### src/rtl/fir_decim.sv
// Decimating FIR filter: circular sample history, one MAC per cycle,
// rounded/saturated output with valid/ready handshakes on both sides.
// Ports: clk, rst (sync, active high), clear (flush history and phase),
//   in_valid/in_ready/data_in  : sample input handshake
//   coeff                      : packed signed taps, tap k at [CW*k +: CW]
//   out_valid/out_ready/data_out/sat : filtered output handshake
module fir_decim #(
  parameter int DATA_WIDTH  = 12,
  parameter int COEFF_WIDTH = 8,
  parameter int NUM_TAPS    = 4,
  parameter int DECIM       = 1,
  parameter int OUT_WIDTH   = 12,
  parameter int OUT_SHIFT   = COEFF_WIDTH - 1
) (
  input  logic                                clk,
  input  logic                                rst,
  input  logic                                clear,
  input  logic                                in_valid,
  output logic                                in_ready,
  input  logic signed [DATA_WIDTH-1:0]        data_in,
  input  logic [COEFF_WIDTH*NUM_TAPS-1:0]     coeff,
  output logic                                out_valid,
  input  logic                                out_ready,
  output logic signed [OUT_WIDTH-1:0]         data_out,
  output logic                                sat
);

  localparam int KW = $clog2(NUM_TAPS);
  localparam int DW = (DECIM > 1) ? $clog2(DECIM) : 1;
  localparam int PW = DATA_WIDTH + COEFF_WIDTH;
  localparam int AW = PW + KW;
  localparam int RW = (AW + 1 > OUT_WIDTH) ? AW + 1 : OUT_WIDTH + 1;
  localparam int TW = RW - OUT_WIDTH + 1;
  localparam logic [KW-1:0] KMAX = KW'(NUM_TAPS - 1);
  localparam logic [DW-1:0] DMAX = DW'(DECIM - 1);
  localparam int RSH = (OUT_SHIFT > 0) ? OUT_SHIFT - 1 : 0;
  localparam logic signed [RW-1:0] RND =
    (OUT_SHIFT > 0) ? (RW'(1) << RSH) : '0;

  // FIN is the single cycle that rounds/clamps the finished sum.
  typedef enum logic [1:0] {IDLE, MAC, FIN, OUT} state_t;

  state_t state, state_n;

  logic signed [DATA_WIDTH-1:0]  hist [NUM_TAPS];
  logic signed [COEFF_WIDTH-1:0] cq   [NUM_TAPS];
  logic [KW-1:0]                 wptr, rptr, k;
  logic [DW-1:0]                 dcnt;
  logic signed [AW-1:0]          acc;
  logic signed [PW-1:0]          prod;
  logic signed [RW-1:0]          rsum, r;
  logic [TW-1:0]                 top;
  logic                          ovf;
  logic signed [OUT_WIDTH-1:0]   clip;
  logic                          accept, last_ph, last_tap;

  assign in_ready = (state == IDLE);
  assign accept   = in_valid && in_ready;
  assign last_ph  = (dcnt == DMAX);
  assign last_tap = (k == KMAX);

  assign prod = cq[k] * hist[rptr];
  assign rsum = acc + RND;
  assign r    = rsum >>> OUT_SHIFT;

  // In range iff all bits from the output sign bit upward agree.
  assign top  = r[RW-1:OUT_WIDTH-1];
  assign ovf  = !((&top) || (~|top));

  always_comb begin
    clip = r[OUT_WIDTH-1:0];
    if (ovf) begin
      clip = r[RW-1] ? {1'b1, {(OUT_WIDTH-1){1'b0}}}
                     : {1'b0, {(OUT_WIDTH-1){1'b1}}};
    end
  end

  always_comb begin
    state_n = state;
    unique case (state)
      IDLE: if (accept && last_ph) state_n = MAC;
      MAC:  if (last_tap) state_n = FIN;
      FIN:  state_n = OUT;
      OUT:  if (out_ready) state_n = IDLE;
      default: state_n = IDLE;
    endcase
    if (clear) state_n = IDLE;
  end

  always_ff @(posedge clk) begin
    if (rst) begin
      state     <= IDLE;
      wptr      <= '0;
      rptr      <= '0;
      k         <= '0;
      dcnt      <= '0;
      acc       <= '0;
      out_valid <= 1'b0;
      data_out  <= '0;
      sat       <= 1'b0;
      for (int i = 0; i < NUM_TAPS; i++) begin
        hist[i] <= '0;
        cq[i]   <= '0;
      end
    end else begin
      state <= state_n;
      if (clear) begin
        wptr      <= '0;
        dcnt      <= '0;
        out_valid <= 1'b0;
        for (int i = 0; i < NUM_TAPS; i++) hist[i] <= '0;
      end else begin
        if (accept) begin
          hist[wptr] <= data_in;
          wptr <= (wptr == KMAX) ? '0 : wptr + KW'(1);
          dcnt <= last_ph ? '0 : dcnt + DW'(1);
          if (last_ph) begin
            acc  <= '0;
            k    <= '0;
            // Newest sample sits where the write pointer was.
            rptr <= wptr;
            for (int i = 0; i < NUM_TAPS; i++)
              cq[i] <= coeff[COEFF_WIDTH*i +: COEFF_WIDTH];
          end
        end
        if (state == MAC) begin
          acc  <= acc + prod;
          k    <= k + KW'(1);
          rptr <= (rptr == '0) ? KMAX : rptr - KW'(1);
        end
        if (state == FIN) begin
          data_out  <= clip;
          sat       <= ovf;
          out_valid <= 1'b1;
        end
        if (state == OUT && out_ready) out_valid <= 1'b0;
      end
    end
  end

endmodule

### config.mk
export PLATFORM = sky130hd
export DESIGN_NAME = fir_decim
export DESIGN_NICKNAME = d
export VERILOG_FILES = /design/src/rtl/fir_decim.sv
export SDC_FILE = /design/constraint.sdc
export NUM_CORES = 1
export LEC_CHECK = 0
export BUFFER_PORTS_ARGS = -buffer_cell sky130_fd_sc_hd__buf_2
export CORE_ASPECT_RATIO = 0.7
export CORE_MARGIN = 2
export CORE_UTILIZATION = 53
export CTS_CLUSTER_DIAMETER = 120
export DETAILED_ROUTE_END_ITERATION = 6
export GPL_TIMING_DRIVEN = 0
export HOLD_SLACK_MARGIN = 0.1
export PLACE_DENSITY = 0.77
export SYNTH_ARGS = -nofsm -noshare
export SYNTH_HDL_FRONTEND = slang
export SYNTH_SLANG_ARGS = --single-unit
### constraint.sdc
create_clock -name clk -period 7.2 [get_ports clk]
set_input_delay 0.36 -clock clk [delete_from_list [all_inputs] [get_ports clk]]
set_output_delay 0.36 -clock clk [all_outputs]
set_load 0.01 [all_outputs]
==> flow_summary_export.csv <==
group,metric,value,unit
detailed_routing,routed_wl,22900,µm
detailed_routing,dr.pass1.iters,7,
grt,grt_pass1_vias,7339,
sta,clock_skew,10.7,ps
grt,grt_pass1_wl,38200,µm
detailed_routing,vias_per_cell,5.67,
pwr,p_per_area,238,nW/µm²
floorplan,die_h,118,µm
place,dp.cells,1189,
floorplan,core-area,18200,µm²
logic_synthesis,syn_area_per_cell,11.1,µm²
detailed_routing,wl_per_cell,18.7,µm
floorplan,io_pins,64,
cells_and_area,antennaDiodeCount,0,
place,pre_cts_slack,226,ps
logic_synthesis,syn_inst,890,
cells_and_area,layout.cells.non_filler,1220,
floorplan,die_area,19800,µm²
logic_synthesis,synth_edf_count,80,
grt,overflow,0,
critical_path,cp-end-kind,"flip-flop",
job,drv_cap,0,
floorplan,die_w,167,µm
sta,worstMarginPinSlew,808,ps
hold_path,worstHoldPathType,"in -> reg",
cells_and_area,area.growth.synth_to_final,12.6,%
pwr,ir_drop,0.142,mV
cells_and_area,multiInputGateArea,5950,µm²
clock_network,clock_sinks,128,
critical_path,cp_max_fo,10,
pwr,p_leak,5.18,nW
clock_network,cts_tree,"done",
sta,final.min_clock_period,6820,ps
critical_path,worstSetupPathType,"reg -> reg",
sta,slew-limit-headroom,45.9,%
logic_synthesis,syn_nets,1108,
detailed_routing,via_count,6922,
sta,hold_viol,0,
sta,layout_setup_ws,380,ps
sta,finalCritPeriodShare,94.7,%
cells_and_area,fillers,1405,
logic_synthesis,ys.flop_type,"edfxtp_1",
cells_and_area,drive_above_1_share,14.0,%
clock_network,post_cts_buffers,0,
cells_and_area,final_core_util,61.5,%
logic_synthesis,ys_seq_area_share,33.9,%
detailed_routing,drt-initial-drc-count,460,
sta,setup_viol,0,
floorplan,row_count,41,
sta,holdWs,132,ps
logic_synthesis,async_reset_ff_share,0,%
clock_network,htree_levels,4,
clock_network,cts_buffers,17,
grt,antenna_found_initial,0,
place,io_buffers,62,
run_status,violations,"DRC",
critical_path,rrSetupSlack,380,ps
cells_and_area,fin_nets,1189,
logic_synthesis,synth_area,9910,µm²
clock_network,worst_skew_pair.late_latency,430,ps
clock_network,ctsLongestPathBuffers,2,
logic_synthesis,synth.ff_latch_count,128,
place,gp_congestion,0.876,
detailed_routing,antenna_left,0,
clock_network,path_clk_slew,60,ps
logic_synthesis,ys_types,49,
critical_path,cp.required,7550,ps
sta,max_freq,0.147,GHz
logic_synthesis,ys.warnings.count,0,
sta,slew_violations,0,
place,hpwlAfterDp,17000,µm
cells_and_area,seq_area,3360,µm²
clock_network,clock-root-buffer,"clkbuf_16",
detailed_routing,drc,1,
floorplan,initial_core_util,54.6,%
grt,grtUsageTotal,24.9,%
sta,tns,0,ps
run_status,outcome,"finished with violations",
critical_path,start_kind,"flip-flop",
grt,grt_max_degree,33,
critical_path,cp_data_arrival_time,7170,ps
sta,grt_setup_unrepaired,"no",
## registers in the layout, indices dropped and copies added, names as in the netlist, named ones only
register and cells:
data_out 12, hist 48, rptr 2, wptr 2, acc 22, k 2
state 2, cq 32, out_valid 1, sat 1
## routing by layer
metal,track usage (%),share of wire (%),wire length (µm)
met5,0,0,0
met4,6.09,1.4,312
met3,6.16,7.8,1780
met2,39.3,46,10500
met1,35.1,45,10200
## cells in the mapped netlist, types with 7 or more instances
cell type,count,area (µm²)
a21oi_1,15,75.1
dfxtp_1,48,961
a211oi_1,10,75.1
o21ai_0,7,35.0
a22o_1,7,61.3
and3_1,49,307
xor2_1,9,78.8
xnor2_1,24,210
a211oi_2,9,113
mux4_2,19,428
edfxtp_1,80,2400
and2_1,85,532
fa_1,108,2160
nand2_1,68,255
clkbuf_1,32,120
nand3_1,8,40.0
a21o_1,8,60.1
inv_1,114,428
a22oi_1,14,105
ha_1,61,763
nor2_1,54,203
## final cells by class
| cell class | instances | share of cell area, % |
|---|---|---|
| plain buffers | 38 | 1.59 |
| clock buffers | 18 | 3.85 |
| clock inverters | 14 | 1.69 |
| inverters | 114 | 3.83 |
| multi-input cells | 609 | 53.3 |
| flip-flops and latches | 128 | 30.1 |
| well taps | 236 | 2.65 |
| repair buffers | 63 | 2.96 |
## report_power, final
group	switching [mW]	internal (mW)	total (mW)
sequential	0.0252	0.817	0.842
combinational	0.522	0.375	0.896
clock	0.339	0.578	0.918
## through the flow
| step | power [mW] | area (µm²) |
|---|---|---|
| global route | 2.82 | 11200 |
| CTS | 2.66 | 11200 |
| detailed placement | 1.73 | 10500 |
| floorplan | 1.52 | 9910 |
| global placement | 1.71 | 10500 |
| finish | 2.66 | 11200 |
## worst max-delay path, stage by stage, from the launching register on
cell and delay, ps:
dfxtp_1 330, buf_2 330, mux4_2 610, clkbuf_1 300, and2_1 260, fa_1 460
fa_1 590, fa_1 450, fa_1 530, fa_1 500, ha_1 370, o211ai_1 130
o21bai_1 390, o2111ai_1 300, o211ai_1 440, o2111ai_1 290, a211o_1 320, a31oi_1 140
## cells in the final DEF (no fill, tap or decap), types with 4 or more instances in the layout
cell       count
a21oi_1       15
a211oi_2       9
a31oi_1        4
buf_6          4
mux4_2        19
and3_1        49
edfxtp_1      80
xor2_1         9
dfxtp_1       48
a211oi_1      10
nor2b_1        4
or2_2          4
clkbuf_1      31
a21o_1         8
nor2_1        54
bufinv_16      4
xnor2_1       24
a22oi_1       14
nand2b_1       4
nand2_1       68
o21ai_0        6
nand4_1        4
fa_1         108
inv_1        114
nand3_1        8
buf_2         65
and2_1        85
clkbuf_16     17
a22o_1         7
ha_1          61
## worst paths after layout
check / end / start / cells after the start
setup / recovery: acc[21] / flip-flop / 17
hold / removal: out_valid / out_ready / 2
setup reg to reg: acc[21] / flip-flop / 17
hold reg to reg: data_out[11] / data_out[11] / 2
## kinds of logic after synthesis
family	after synthesis	synth area share, %
multiplexers	23	4.75
XOR/XNOR	33	2.92
buffers and inverters	153	6.14
AO/OA/AOI/OAI	96	7.41
flip-flops	128	33.9
adder cells (fa/ha/maj)	169	29.5
AND/OR/NAND/NOR	288	15.3
## timing repair
| action | in CTS | in global routing |
|---|---|---|
| resized for setup | 0 | 3 |
| hold buffers | 0 | 0 |
| setup endpoints to repair | 0 | 3 |
Note: power is estimated with default switching activity, not from simulation.
